**config.mk**
```make
export PLATFORM = sky130hd
export DESIGN_NAME = spi_xfer_arbiter
export DESIGN_NICKNAME = d
export VERILOG_FILES = /design/src/rtl/spi_xfer_arbiter.sv
export SDC_FILE = /design/constraint.sdc
export NUM_CORES = 1
export LEC_CHECK = 0
export BUFFER_PORTS_ARGS = -buffer_cell sky130_fd_sc_hd__buf_2
export CAP_MARGIN = 15
export CORE_MARGIN = 1.5
export CORE_UTILIZATION = 51
export DETAILED_ROUTE_END_ITERATION = 10
export PLACE_DENSITY = 0.75
export SYNTH_ARGS = -nofsm -noshare
export SYNTH_HDL_FRONTEND = slang
export SYNTH_SLANG_ARGS = --single-unit
```
**constraint.sdc**
```tcl
create_clock -name clk_26 -period 2.2 [get_ports clk_26]
set_clock_uncertainty 0.15 [all_clocks]
set_input_delay 0.22 -clock clk_26 [delete_from_list [all_inputs] [get_ports clk_26]]
set_output_delay 0.22 -clock clk_26 [all_outputs]
set_load 0.005 [all_outputs]
```
**src/rtl/spi_xfer_arbiter.sv**
```systemverilog
// spi_xfer_arbiter: shares one SPI mode-0 master (MSB first) between two
// byte-level requesters with round-robin arbitration and locked multi-byte
// frames (SS held low and grant held until the owner marks the last byte).
module spi_xfer_arbiter #(
  parameter int DIV      = 2,
  parameter int IDLE_GAP = 1
) (
  input  logic       clk_26,
  input  logic       RESET_N,
  input  logic       r0_req,
  input  logic [7:0] r0_tx,
  input  logic       r0_last,
  output logic       r0_ack,
  output logic [7:0] r0_rx,
  input  logic       r1_req,
  input  logic [7:0] r1_tx,
  input  logic       r1_last,
  output logic       r1_ack,
  output logic [7:0] r1_rx,
  output logic       busy,
  output logic       SS,
  output logic       SCLK,
  output logic       MOSI,
  input  logic       MISO
);

  typedef enum logic [2:0] {
    IDLE  = 3'd0,
    SETUP = 3'd1,
    SHIFT = 3'd2,
    DONE  = 3'd3,
    HOLD  = 3'd4,
    GAP   = 3'd5
  } state_t;

  localparam logic [15:0] DIV_M1 = 16'(DIV - 1);
  localparam logic [15:0] GAP_M1 = 16'(IDLE_GAP - 1);

  state_t      state_r;
  logic [15:0] cnt_r;
  logic [2:0]  bit_cnt_r;
  logic [7:0]  tx_sh_r;
  logic [7:0]  rx_sh_r;
  logic        last_r;
  logic        owner_r;
  logic        last_owner_r;
  logic        ss_r;
  logic        sclk_r;
  logic        mosi_r;
  logic        busy_r;
  logic        r0_ack_r;
  logic        r1_ack_r;
  logic [7:0]  r0_rx_r;
  logic [7:0]  r1_rx_r;

  logic        grant_v_s;
  logic        grant_id_s;
  logic        pick_id_s;
  logic [7:0]  pick_tx_s;
  logic        pick_last_s;
  logic        own_req_s;

  // Round-robin choice in IDLE, and operand mux for whichever requester is being loaded.
  always_comb begin
    grant_v_s   = r0_req | r1_req;
    grant_id_s  = 1'b0;
    pick_id_s   = 1'b0;
    pick_tx_s   = 8'h00;
    pick_last_s = 1'b0;
    own_req_s   = 1'b0;
    if (r0_req && r1_req) begin
      grant_id_s = ~last_owner_r;
    end else if (r1_req) begin
      grant_id_s = 1'b1;
    end else begin
      grant_id_s = 1'b0;
    end
    if (state_r == HOLD) begin
      pick_id_s = owner_r;
    end else begin
      pick_id_s = grant_id_s;
    end
    if (pick_id_s) begin
      pick_tx_s   = r1_tx;
      pick_last_s = r1_last;
    end else begin
      pick_tx_s   = r0_tx;
      pick_last_s = r0_last;
    end
    if (owner_r) begin
      own_req_s = r1_req;
    end else begin
      own_req_s = r0_req;
    end
  end

  // Arbitration / SPI shift state machine with registered pins and handshakes.
  always_ff @(posedge clk_26) begin
    if (!RESET_N) begin
      state_r      <= IDLE;
      cnt_r        <= 16'd0;
      bit_cnt_r    <= 3'd0;
      tx_sh_r      <= 8'h00;
      rx_sh_r      <= 8'h00;
      last_r       <= 1'b0;
      owner_r      <= 1'b0;
      last_owner_r <= 1'b1;
      ss_r         <= 1'b1;
      sclk_r       <= 1'b0;
      mosi_r       <= 1'b0;
      busy_r       <= 1'b0;
      r0_ack_r     <= 1'b0;
      r1_ack_r     <= 1'b0;
      r0_rx_r      <= 8'h00;
      r1_rx_r      <= 8'h00;
    end else begin
      r0_ack_r <= 1'b0;
      r1_ack_r <= 1'b0;
      case (state_r)
        IDLE: begin
          if (grant_v_s) begin
            tx_sh_r <= pick_tx_s;
            last_r  <= pick_last_s;
            owner_r <= pick_id_s;
            ss_r    <= 1'b0;
            mosi_r  <= pick_tx_s[7];
            cnt_r   <= 16'd0;
            busy_r  <= 1'b1;
            state_r <= SETUP;
          end
        end
        SETUP: begin
          if (cnt_r == DIV_M1) begin
            cnt_r     <= 16'd0;
            bit_cnt_r <= 3'd0;
            state_r   <= SHIFT;
          end else begin
            cnt_r <= cnt_r + 16'd1;
          end
        end
        SHIFT: begin
          if (cnt_r == DIV_M1) begin
            cnt_r <= 16'd0;
            if (!sclk_r) begin
              // rising edge: capture MISO into the LSB
              sclk_r  <= 1'b1;
              rx_sh_r <= {rx_sh_r[6:0], MISO};
            end else begin
              // falling edge: either finish the byte or present the next bit
              sclk_r <= 1'b0;
              if (bit_cnt_r == 3'd7) begin
                state_r <= DONE;
                if (owner_r) begin
                  r1_ack_r <= 1'b1;
                  r1_rx_r  <= rx_sh_r;
                end else begin
                  r0_ack_r <= 1'b1;
                  r0_rx_r  <= rx_sh_r;
                end
              end else begin
                mosi_r    <= tx_sh_r[6];
                tx_sh_r   <= {tx_sh_r[6:0], 1'b0};
                bit_cnt_r <= bit_cnt_r + 3'd1;
              end
            end
          end else begin
            cnt_r <= cnt_r + 16'd1;
          end
        end
        DONE: begin
          last_owner_r <= owner_r;
          if (last_r) begin
            ss_r    <= 1'b1;
            mosi_r  <= 1'b0;
            cnt_r   <= 16'd0;
            state_r <= GAP;
          end else begin
            state_r <= HOLD;
          end
        end
        HOLD: begin
          // frame is locked: only the owner may continue, straight into SHIFT
          if (own_req_s) begin
            tx_sh_r   <= pick_tx_s;
            last_r    <= pick_last_s;
            mosi_r    <= pick_tx_s[7];
            cnt_r     <= 16'd0;
            bit_cnt_r <= 3'd0;
            state_r   <= SHIFT;
          end
        end
        GAP: begin
          if (cnt_r == GAP_M1) begin
            busy_r  <= 1'b0;
            state_r <= IDLE;
          end else begin
            cnt_r <= cnt_r + 16'd1;
          end
        end
        default: begin
          state_r <= IDLE;
          ss_r    <= 1'b1;
          sclk_r  <= 1'b0;
          mosi_r  <= 1'b0;
          busy_r  <= 1'b0;
        end
      endcase
    end
  end

  assign r0_ack = r0_ack_r;
  assign r1_ack = r1_ack_r;
  assign r0_rx  = r0_rx_r;
  assign r1_rx  = r1_rx_r;
  assign busy   = busy_r;
  assign SS     = ss_r;
  assign SCLK   = sclk_r;
  assign MOSI   = mosi_r;

endmodule
```
# After elaboration in Yosys (flattened, before gate mapping)
# Cells that the tools add are included.
# totals
ff_bits	62
input_bits	23
# op_classes
add_sub_neg	2
n_eq_ne	17
muxes	54
bitwise_logic	8
n_reduce_logical	26
# ops
operator	count
$mux 16	5
$pmux 16 s5	1
$mux 3	12
$mux 7	5
$mux 1	22
$pmux 7 s3	1
$ne 2x2->1 const B	10
$reduce_and 5->1	4
$pmux 3 s6	1
$add 16x1->16 const B	1
$eq 16x1->1 const B	1
$logic_not 16->1	1
$reduce_and 7->1	2
$reduce_and 3->1	4
$reduce_and 6->1	2
$eq 3x3->1 const B	3
$pmux 3 s3	1
$mux 8	1
$reduce_or 4->1	2
$not 1->1	7
$eq 3x2->1 const B	2
$pmux 1 s3	2
$reduce_bool 3->1	2
$pmux 1 s5	1
11 further kinds	14

# Depth between registers and ports, before layout
# logic_depth
depth_word	6
depth_mapped	8

# Worst setup path after synthesis
# No wires, ideal clock.
# synth_timing
path_kind	register -> register
from	reg cnt_r[0]
to	reg cnt_r[11]
setup_time_ns	0.070
t_arrival_ns	1.938
path_slack_ns	0.042
stages_incl_launch_ff	8
path_buffers	0
synth_period_minus_slack_ns	2.158
cell_sequence	dfxtp_1 > inv_1 > ha_1 > nor3b_1 > and4_1 > a211o_4 > or4_1 > a21oi_1
# synth_between
elab_chain_len	3
word_cells_on_any_way	8
classes_between	add/sub (1); eq/ne (2); mux (3); reduce/logical (2)
# synth_lines
element	line_no	source
start, declared	40	logic [15:0] cnt_r;
start signal, assigned	138	cnt_r <= cnt_r + 16'd1;
start signal, assigned	167	cnt_r <= cnt_r + 16'd1;
start signal, assigned	197	cnt_r <= cnt_r + 16'd1;
$add 16x1->16 (tied with other cells)	138, 167, 197	
$mux 16 (tied with other cells)	193	if (cnt_r == GAP_M1) begin
$pmux 16 s5 or $reduce_and 5->1 (tied branches)	--	
# Parallel ways exist; a longest one is shown, timed or not. The select of a mux whose other input is x is not followed.
# A chain may end at the register's enable or synchronous reset.

# Worst setup path in the final report
# layout_timing
from	reg cnt_r[0]
to	reg cnt_r[10]
# The elaborated chain is that of the path after synthesis.

==> qor.yml <==
cts_made_buffers: 9
first_pass_iters: 4
min_path_cells: 3
antenna_found_initial: 0
synthFlopType: "dfxtp_1"
r2r-end: "cnt_r[10]"
rr_worst_depth: 9
required_ps: 2260
startpoint_type: "flip-flop"
post_drt_wl_per_cell_um: 14.9
power.leakage_nw: 1.55
min_to: "last_r"
grt_max_degree: 25
wl_met3_um: 329
ys_seq_area_frac: 0.408
num_antenna_cells: 0
fmax_mhz: 461
nets: 433
synth_edf_count: 0
antenna_left: 0
ys_ff_latch: 62
grt_pass1_wl_um: 11500
synthTopCellsByCount: "dfxtp_1, nor2_1, mux2i_1, nand2_1, o21ai_0"
grt_util_all_layers: 0.232
boundaryPins: 45
synth_area_leaders: "dfxtp_1, mux2i_1, nor2_1"
dieArea_mm2: 0.00644
seqCellArea_mm2: 0.00125
fp.coreArea_mm2: 0.00564
cts_buffer_depth: 2
hpwl_um: 4980
filler_cell_count: 462
cts_root_buf: "clkbuf_8"
drc_errors: 0
whs_ps: 77.2
synth_top_area_frac: 0.408
crit_fanout: 5
drtIter0Drc: 92
ys_async_sr_fraction: 0
maxCapViolCount: 0
port_buffers: 44
status: "finished, final reports clean"
crit_type: "flip-flop to flip-flop"
multi_input_area_mm2: 0.00174
clkSinkCount: 62
mappedNetlistArea_mm2: 0.00305
via_per_inst: 5.68
hp-start: "r1_last"
cts_tree: "yes"
gp_congestion: 0.834
rrSetupSlack_ps: 30
yosys.area.top_type: "dfxtp_1"
hp-class: "input port to flip-flop"
layout-drive-gt1-share: 0.307
grt-ovfl-total: 0
syn_inst: 332
yosysUniqueCellTypes: 54
grt_pass1_vias: 2543
insertion_delay_ps: 350
slew_viol_final: 0
regToRegStartpoint: "cnt_r[0]"
vias: 2738
synth.most_common_cell: "dfxtp_1"
yosysWarningCount: 0
post-route-period-util: 0.986
totalPowerFinal_mw: 3.09
die_x_um: 80.3
die_h_um: 80.3
top_layer_used: "met4"
fin_util: 0.679
syn-num-nets: 360
cts.clk_slew.worst_paths_ps: 70
ir_drop_mv: 0.529
setup_viol: 0
rows: 27
routed_wl_um: 7180
syn_to_final_growth_pct: 25.8
htreeDepth: 3
syn_area_per_cell_um2: 9.17
crit_path_end_kind: "flip-flop"
worst_slew_pin_slew_ps: 693
tns_ps: 0
fin_crit_ps: 2170
power_density_mw_per_mm2: 807
cp.arrival_ps: 2230
slew-limit-headroom: 0.534
wl_met2_um: 3440
finalHoldViolCount: 0
met1_length_um: 3290
initial_core_util: 0.540
[layout by cell type (no fill, tap or decap), drive strengths merged, types with 2 or more instances in the layout]
master	netlist	layout
ha	5	5
a21oi	7	7
clkinvlp	0	3
inv	8	9
buf	11	81
o21ai	15	15
a211o	2	3
and4	5	5
nor3	14	14
o22ai	2	2
a32o	2	2
o21a	3	3
a211oi	5	5
a21boi	3	3
nor3b	3	3
nand4	8	8
dfxtp	62	62
a22o	6	6
mux2i	34	34
nor4	6	6
clkinv	0	3
xnor2	10	10
or3	3	3
o31ai	8	8
a31oi	3	3
or4	2	2
and2	2	2
and3	3	3
mux2	2	2
nand3	12	12
clkbuf	10	9
nor2	41	41
nand2	22	22
nand3b	2	2
nor4b	2	2
[metal layers]
metal	vias up	GRT usage
li1	1371	-
met5	-	0
met4	0	0.100
met3	15	0.0568
met2	66	0.377
met1	1286	0.290
[worst max-delay path, stage by stage, from the launching register on]
cell	delay (ps)
dfxtp_2	340
inv_1	50
ha_1	180
nor3b_1	130
and4_2	260
buf_4	140
a211oi_2	310
buf_4	210
a2bb2oi_1	160
o21ai_0	120
[per-stage QoR]
stage,setup WS (ps),instances,area (µm²)
floorplan,41.8,332,3050
global placement,77.8,459,3540
detailed placement,-15.4,459,3540
CTS,12.6,476,3730
global route,-30.4,482,3830
finish,30.3,482,3830
[state kept, by name (all words and copies together), names as in the netlist, 3 cells and up]
register	cells
r0_rx	8
r1_rx	8
bit_cnt_r	3
state_r	3
cnt_r	16
tx_sh_r	7
rx_sh_r	8
[cells by family after synthesis]
| logic type | Yosys count | share of synthesized area |
|---|---|---|
| adders and majority gates | 5 | 0.0205 |
| buffers and inverters | 29 | 0.0415 |
| DFF | 62 | 0.408 |
| AOI/OAI and AO/OA | 62 | 0.147 |
| xor gates and xnor gates | 10 | 0.0288 |
| muxes | 36 | 0.123 |
| and+or+nand+nor | 128 | 0.231 |
[area by class of cell]
class | count | area share
Clock inverter | 7 | 0.0131
Multi-Input combinational cell | 242 | 0.455
Clock buffer | 9 | 0.0323
Tap cell | 72 | 0.0235
Sequential cell | 62 | 0.325
Inverter | 8 | 0.00784
Timing Repair Buffer | 82 | 0.142
[repair_timing]
item / in CTS / in global routing
setup endpoints to repair: 3 / 49
hold buffers: 1 / 0
endpoints found under the hold margin: 1 / 0
gates cloned: 0 / 1
resized for setup: 4 / 11
pin swaps: 0 / 3
setup buffers: 0 / 5
[worst max-delay path by stage]
stage | from | end | cells past startpoint
5_1_grt | cnt_r[1] | cnt_r[3] | 8
4_1_cts | cnt_r[1] | cnt_r[11] | 7
3_3_place_gp | cnt_r[0] | cnt_r[11] | 7
2_1_floorplan | cnt_r[0] | cnt_r[11] | 7
6_report | cnt_r[0] | cnt_r[10] | 9
3_5_place_dp | state_r[1] | tx_sh_r[4] | 7
[report_power, final]
part	switching (mW)	leakage (nW)	internal [mW]
Combinational	0.465	0.959	0.435
Clock	0.479	0.0816	0.409
Sequential	0.0828	0.504	1.22
Total	1.03	1.55	2.06
(Power assumes the default switching activity.)
